`src/rtl/axi_wb_line_buffer_pkg.sv`:
```
// Shared AXI constants and write-FSM state type for the write-back line buffer.
package axi_wb_line_buffer_pkg;

  localparam logic [2:0] AXI_SIZE_4B    = 3'b010;
  localparam logic [1:0] AXI_BURST_INCR = 2'b01;
  localparam logic [3:0] AXI_STRB_ALL   = 4'b1111;
  localparam int unsigned WORD_W        = 32;

  typedef enum logic [1:0] {
    ST_IDLE,
    ST_AW,
    ST_W,
    ST_B
  } wb_state_t;

endpackage

```
`src/rtl/axi_wb_line_buffer_wb_entry_array.sv`:
```
// Line storage for the write-back buffer: valid/tag/data per slot, one write
// port, one clear port, head read port and youngest-match lookup.
module wb_entry_array #(
  parameter int unsigned LINE_SIZE = 16,
  parameter int unsigned DEPTH     = 4,
  parameter int unsigned ADDR_W    = 32
) (
  input  logic                                    clk,
  input  logic                                    rst,
  input  logic                                    wr_en,
  input  logic [$clog2(DEPTH)-1:0]                wr_idx,
  input  logic [ADDR_W-$clog2(LINE_SIZE)-1:0]     wr_tag,
  input  logic [LINE_SIZE*8-1:0]                  wr_data,
  input  logic                                    clr_en,
  input  logic [$clog2(DEPTH)-1:0]                head,
  output logic [ADDR_W-1:0]                       rd_addr,
  output logic [LINE_SIZE*8-1:0]                  rd_data,
  input  logic [ADDR_W-$clog2(LINE_SIZE)-1:0]     lk_tag,
  output logic                                    lk_hit,
  output logic [LINE_SIZE*8-1:0]                  lk_data
);

  localparam int unsigned PTR_W  = $clog2(DEPTH);
  localparam int unsigned OFF_W  = $clog2(LINE_SIZE);
  localparam int unsigned TAG_W  = ADDR_W - OFF_W;
  localparam int unsigned DATA_W = LINE_SIZE * 8;

  logic [DEPTH-1:0]  valid;
  logic [TAG_W-1:0]  tag  [DEPTH];
  logic [DATA_W-1:0] data [DEPTH];
  logic [PTR_W-1:0]  idx;

  always_ff @(posedge clk) begin
    if (!rst) begin
      valid <= '0;
    end else begin
      if (clr_en) valid[head]   <= 1'b0;
      if (wr_en)  valid[wr_idx] <= 1'b1;
    end
  end

  always_ff @(posedge clk) begin
    if (wr_en) begin
      tag[wr_idx]  <= wr_tag;
      data[wr_idx] <= wr_data;
    end
  end

  assign rd_addr = {tag[head], {OFF_W{1'b0}}};
  assign rd_data = data[head];

  // Valid slots are contiguous from head, so scanning oldest to youngest and
  // letting later matches override yields the youngest match.
  always_comb begin
    lk_hit  = 1'b0;
    lk_data = '0;
    idx     = '0;
    for (int unsigned k = 0; k < DEPTH; k++) begin
      idx = head + PTR_W'(k);
      if (valid[idx] && (tag[idx] == lk_tag)) begin
        lk_hit  = 1'b1;
        lk_data = data[idx];
      end
    end
  end

endmodule

```
`src/rtl/axi_wb_line_buffer.sv`:
```
// Write-back line buffer: queues dirty lines and drains them oldest-first as
// single-outstanding AXI INCR bursts; lookup port exposes pending line data.
module axi_wb_line_buffer
  import axi_wb_line_buffer_pkg::*;
#(
  parameter int unsigned LINE_SIZE = 16,
  parameter int unsigned DEPTH     = 4,
  parameter int unsigned ADDR_W    = 32
) (
  input  logic                   clk,
  input  logic                   rst,
  input  logic                   push,
  input  logic [ADDR_W-1:0]      push_addr,
  input  logic [LINE_SIZE*8-1:0] push_data,
  output logic                   full,
  output logic                   empty,
  input  logic [ADDR_W-1:0]      lk_addr,
  output logic                   lk_hit,
  output logic [LINE_SIZE*8-1:0] lk_data,
  output logic [ADDR_W-1:0]      axi_awaddr,
  output logic [7:0]             axi_awlen,
  output logic [2:0]             axi_awsize,
  output logic [1:0]             axi_awburst,
  output logic                   axi_awvalid,
  input  logic                   axi_awready,
  output logic [31:0]            axi_wdata,
  output logic [3:0]             axi_wstrb,
  output logic                   axi_wlast,
  output logic                   axi_wvalid,
  input  logic                   axi_wready,
  input  logic                   axi_bvalid,
  output logic                   axi_bready
);

  localparam int unsigned PTR_W  = $clog2(DEPTH);
  localparam int unsigned OFF_W  = $clog2(LINE_SIZE);
  localparam int unsigned BEATS  = LINE_SIZE / 4;
  localparam int unsigned BEAT_W = $clog2(BEATS);

  wb_state_t                state;
  logic [PTR_W-1:0]         head;
  logic [PTR_W-1:0]         tail;
  logic [PTR_W:0]           count;
  logic [BEAT_W-1:0]        beat;
  logic [BEAT_W-1:0]        beat_nxt;
  logic                     push_ok;
  logic                     pop;
  logic [ADDR_W-1:0]        head_addr;
  logic [LINE_SIZE*8-1:0]   head_data;
  logic                     unused_addr_bits;

  assign full    = (count == (PTR_W+1)'(DEPTH));
  assign empty   = (count == '0) && (state == ST_IDLE);
  assign push_ok = push && !full;
  assign pop     = (state == ST_B) && axi_bvalid;
  assign beat_nxt = beat + BEAT_W'(1);

  assign axi_awlen   = 8'(BEATS - 1);
  assign axi_awsize  = AXI_SIZE_4B;
  assign axi_awburst = AXI_BURST_INCR;
  assign axi_wstrb   = AXI_STRB_ALL;

  assign unused_addr_bits = ^{push_addr[OFF_W-1:0], lk_addr[OFF_W-1:0]};

  wb_entry_array #(
    .LINE_SIZE(LINE_SIZE),
    .DEPTH    (DEPTH),
    .ADDR_W   (ADDR_W)
  ) u_entries (
    .clk    (clk),
    .rst    (rst),
    .wr_en  (push_ok),
    .wr_idx (tail),
    .wr_tag (push_addr[ADDR_W-1:OFF_W]),
    .wr_data(push_data),
    .clr_en (pop),
    .head   (head),
    .rd_addr(head_addr),
    .rd_data(head_data),
    .lk_tag (lk_addr[ADDR_W-1:OFF_W]),
    .lk_hit (lk_hit),
    .lk_data(lk_data)
  );

  always_ff @(posedge clk) begin
    if (!rst) begin
      head  <= '0;
      tail  <= '0;
      count <= '0;
    end else begin
      if (push_ok) tail <= tail + PTR_W'(1);
      if (pop)     head <= head + PTR_W'(1);
      unique case ({push_ok, pop})
        2'b10:   count <= count + (PTR_W+1)'(1);
        2'b01:   count <= count - (PTR_W+1)'(1);
        default: count <= count;
      endcase
    end
  end

  always_ff @(posedge clk) begin
    if (!rst) begin
      state       <= ST_IDLE;
      beat        <= '0;
      axi_awaddr  <= '0;
      axi_awvalid <= 1'b0;
      axi_wdata   <= '0;
      axi_wvalid  <= 1'b0;
      axi_wlast   <= 1'b0;
      axi_bready  <= 1'b0;
    end else begin
      unique case (state)
        ST_IDLE: begin
          if (count != '0) begin
            axi_awaddr  <= head_addr;
            axi_awvalid <= 1'b1;
            state       <= ST_AW;
          end
        end
        ST_AW: begin
          if (axi_awready) begin
            axi_awvalid <= 1'b0;
            beat        <= '0;
            axi_wvalid  <= 1'b1;
            axi_wdata   <= head_data[WORD_W-1:0];
            axi_wlast   <= 1'b0;
            state       <= ST_W;
          end
        end
        ST_W: begin
          if (axi_wready) begin
            if (beat == BEAT_W'(BEATS - 1)) begin
              axi_wvalid <= 1'b0;
              axi_wlast  <= 1'b0;
              axi_bready <= 1'b1;
              state      <= ST_B;
            end else begin
              beat      <= beat_nxt;
              axi_wdata <= head_data[WORD_W*beat_nxt +: WORD_W];
              axi_wlast <= (beat_nxt == BEAT_W'(BEATS - 1));
            end
          end
        end
        ST_B: begin
          if (axi_bvalid) begin
            axi_bready <= 1'b0;
            state      <= ST_IDLE;
          end
        end
        default: state <= ST_IDLE;
      endcase
    end
  end

endmodule

```
`config.mk`:
```
export PLATFORM = sky130hd
export DESIGN_NAME = axi_wb_line_buffer
export DESIGN_NICKNAME = d
export VERILOG_FILES = /design/src/rtl/axi_wb_line_buffer_pkg.sv /design/src/rtl/axi_wb_line_buffer_wb_entry_array.sv /design/src/rtl/axi_wb_line_buffer.sv
export SDC_FILE = /design/constraint.sdc
export NUM_CORES = 2
export LEC_CHECK = 0
export ABC_CLOCK_PERIOD_IN_PS = 11400
export CORE_MARGIN = 5
export CORE_UTILIZATION = 45
export DETAILED_ROUTE_END_ITERATION = 8
export MAX_ROUTING_LAYER = met4
export PLACE_DENSITY = 0.65
export REMOVE_ABC_BUFFERS = 1
export SLEW_MARGIN = 20
export SYNTH_ARGS = -nofsm -noshare
export SYNTH_HDL_FRONTEND = slang
export SYNTH_SLANG_ARGS = --single-unit
```
`constraint.sdc`:
```
create_clock -name clk -period 11.4 [get_ports clk]
set_input_delay 2.28 -clock clk [delete_from_list [all_inputs] [get_ports clk]]
set_output_delay 2.28 -clock clk [all_outputs]
set_load 0.1 [all_outputs]
```
==> impl_metrics.yaml <==
synth:
  synth_edf_count: 624
  synth_seq_cells: 705
  synthCells: 3456
  ys_types: 64
  synth.avg_cell_area_um2: 12.6
  synth.cell_area_um2: 43500
  synth_seq_area_share_pct: 46.8
  synth.yosys.warnings: 0
  synth-async-reset-ratio_pct: 0
  synthFlopType: "edfxtp_1"
sta:
  period_needed_ns: 9.78
  fmax_ghz: 0.102
  finalSetupViolations: 0
  worst_pin_slew_ns: 1.15
  slew_headroom_pct: 23.4
  drv_slew: 0
  finalCritPeriodShare_pct: 85.8
  rsz0062_at_grt: "no"
  fin_setup_tns_ns: 0
  hold_violations: 0
  whs_ns: 0.461
  skew_ns: 0.0245
power_and_ir_drop:
  power.total_mw: 8.18
  power.leakage_nw: 15.1
  peakVddDrop_mv: 0.175
  cellPowerDensity_nw_per_um2: 161
finish:
  nFillCells: 8133
  design_area_um2: 50800
  drive_gt1_share_pct: 21.2
  area_growth_pct: 16.8
  final_nets: 3862
  layout.cells.non_filler: 5019
critical_path:
  cp_slowest_stage_delay_ns: 1.23
  r2r-end: "axi_wdata[29]$_SDFFE_PN0P_"
  crit_buf_inv: 4
  arrival_ns: 7.50
  crit_path_end_kind: "primary output"
  critPathTopFamily: "buffers and inverters"
  r2r_cells: 9
  worst_path_max_delay_cell: "clkdlybuf4s50_1"
  rrSetupSlack_ns: 7.68
  required_ns: 9.12
  start_kind: "flip-flop"
  critPathMaxFanout: 108
  worstPathCellList: "inv_1, ha_4, buf_4, mux4_2, xnor2_1, nand4_1, nor2_1, o2111a_4, o21bai_4, buf_12, nand3_1, a22oi_1, clkdlybuf4s50_1"
  worstSetupPathType: "flip-flop to primary output"
placement:
  numPortBuffers: 384
  dpl.hpwl_mm: 80.5
  dp.cells: 4838
  dpl_cell_area_um2: 47900
  gp_congestion: 0.977
grt:
  grt_pass1_wl_mm: 199
  grt_pass1_vias: 31578
  grt.total_usage_pct: 26.1
  grt-ovfl-total: 0
  antenna_found_initial: 27
  grt_max_degree: 205
clock_network:
  clk_pin_slew_ns: 0.06
  cts_buffer_depth: 3
  h-tree-depth: 3
  clk_latency_ns: 0.65
  cts_sinks: 705
  cts_hold_buf: 0
  post_cts_resized: 0
  post-cts-setup-buffer-count: 0
  numCtsBuffers: 83
  cts_tree: "built"
  clk_root_buffer_cell: "clkbuf_16"
routing:
  wl_per_cell_um: 26.9
  first_iter_violations: 3033
  ant_nets: 0
  vias: 31951
  drc: 0
  wl_mm: 135
  viasPerCell: 6.37
  drtPass1Iterations: 6
hold_path:
  worstHoldPathType: "flip-flop to flip-flop"
  hold_start: "axi_awaddr[8]$_SDFFE_PN0P_"
  hold_depth: 2
  holdPathEnd: "axi_awaddr[8]$_SDFFE_PN0P_"
floorplan:
  core_um2: 96300
  die_w_um: 321
  start_util_pct: 45.2
  num_rows: 114
  io_pins: 414
  die_y_um: 321
  dieArea_um2: 103000
run_status:
  outcome: "finished, final reports clean"
run:
  cap_viol_max_count: 0
-- placed cells by master (no fill, tap or decap), types with 76 or more instances in the layout --
cell type	count
edfxtp_1	624
nand2_1	420
clkdlybuf4s50_1	372
mux4_2	355
o21ai_0	249
mux2_2	219
mux2i_1	199
a21oi_1	193
nand3_1	123
a22oi_1	108
clkbuf_16	86
dfxtp_1	76
-- final cells by class --
| class | instances | area [µm²] | area share [%] |
|---|---|---|---|
| Antenna cell | 28 | 70.1 | 0.138 |
| Clock inverter | 47 | 490 | 0.965 |
| Inverter | 20 | 75.1 | 0.148 |
| Clock buffer | 105 | 2280 | 4.49 |
| Timing Repair Buffer | 434 | 4350 | 8.56 |
| Sequential cell | 705 | 20400 | 40.1 |
| Multi-Input combinational cell | 2404 | 21600 | 42.4 |
| Tap cell | 1276 | 1600 | 3.14 |
-- how the worst max path moves through the flow --
stage / from / to / cells after the start
2_1_floorplan: head[0]$_SDFFE_PN0P_ / lk_data[100] / 8
3_3_place_gp: head[0]$_SDFFE_PN0P_ / lk_data[82] / 13
3_5_place_dp: head[0]$_SDFFE_PN0P_ / lk_data[44] / 13
4_1_cts: head[0]$_SDFFE_PN0P_ / lk_data[77] / 13
5_1_grt: head[0]$_SDFFE_PN0P_ / lk_data[82] / 13
6_report: head[0]$_SDFFE_PN0P_ / lk_data[8] / 13
-- cell families after synthesis --
group / after synthesis / share of synthesized area (%)
mux: 773 / 28.6
simple gates: 764 / 7.95
compound gates: 724 / 10.0
flops: 705 / 46.8
buf+inv: 366 / 4.00
xor+xnor: 106 / 2.13
fa+ha+maj: 16 / 0.477
other cells: 2 / 0.0173
-- where the power goes --
part | switching, mW | internal (mW) | leakage (nW) | total (mW)
Sequential | 0.153 | 3.04 | 6.40 | 3.19
Clock | 1.08 | 1.62 | 1.37 | 2.71
Combinational | 1.55 | 0.736 | 7.33 | 2.28
Total | 2.79 | 5.40 | 15.1 | 8.18
-- through the flow --
stage | setup slack, ns | utilization, %
6_report | 1.62 | 52.8
3_3_place_gp | 1.63 | 49.8
2_1_floorplan | -28.75 | -
3_5_place_dp | 1.64 | 49.8
4_1_cts | 0.927 | 52.7
5_1_grt | 1.31 | 52.8
-- synth_stat cells (all sizes together) (2+ instances only) --
master / n / share of area [%]
ha: 15 / 0.43
and3: 2 / 0.029
a211oi: 19 / 0.33
nor2b: 57 / 0.82
a221oi: 6 / 0.14
nor4: 31 / 0.45
nor3: 7 / 0.081
mux4: 355 / 18
a21oi: 195 / 2.2
a21boi: 41 / 0.71
o21ai: 250 / 2.9
a31oi: 6 / 0.086
nand3b: 2 / 0.035
nand4: 16 / 0.23
xnor2: 66 / 1.3
mux2: 219 / 5.7
nand2b: 10 / 0.14
nand3: 123 / 1.4
o21a: 2 / 0.035
and2: 43 / 0.62
o211ai: 11 / 0.19
mux2i: 199 / 4.6
clkbuf: 158 / 1.4
o22ai: 43 / 0.62
conb: 2 / 0.017
buf: 188 / 2.5
nor2: 46 / 0.40
or3: 3 / 0.043
o2111ai: 21 / 0.42
xor2: 40 / 0.81
a21o: 2 / 0.035
a311oi: 2 / 0.040
inv: 19 / 0.16
or2: 2 / 0.029
dfxtp: 81 / 3.7
edfxtp: 624 / 43
nand2: 420 / 3.6
a2bb2oi: 4 / 0.081
a22oi: 108 / 1.9
-- registers in the layout, summed over array words and instances, names as in the netlist, named ones only --
register and cells:
u_entries.data 512, head 2, axi_wvalid 1, state 2
axi_wdata 32, u_entries.valid 4, axi_wlast 1, axi_bready 1
axi_awvalid 1, axi_awaddr 28, count 3, u_entries.tag 112
beat 2, tail 2
-- worst reg2reg max path, stage by stage (launching register included) --
cell      delay, ns
dfxtp_4        0.60
buf_4          0.77
buf_4          0.83
mux4_2         0.67
nand2_1        0.08
nand2_1        0.09
o22ai_1        0.24
a211oi_1       0.13
a21oi_1        0.15
nor2b_1        0.06
-- metal layers --
metal  vias up  wire, µm  global-route usage, %
met5         -         0                      -
met4         0      5420                   10.4
met3       267     10600                   4.67
met2      1458     65900                   42.1
met1     16311     52900                   33.0
li1      13915         -                      -
(Power assumes the default switching activity.)
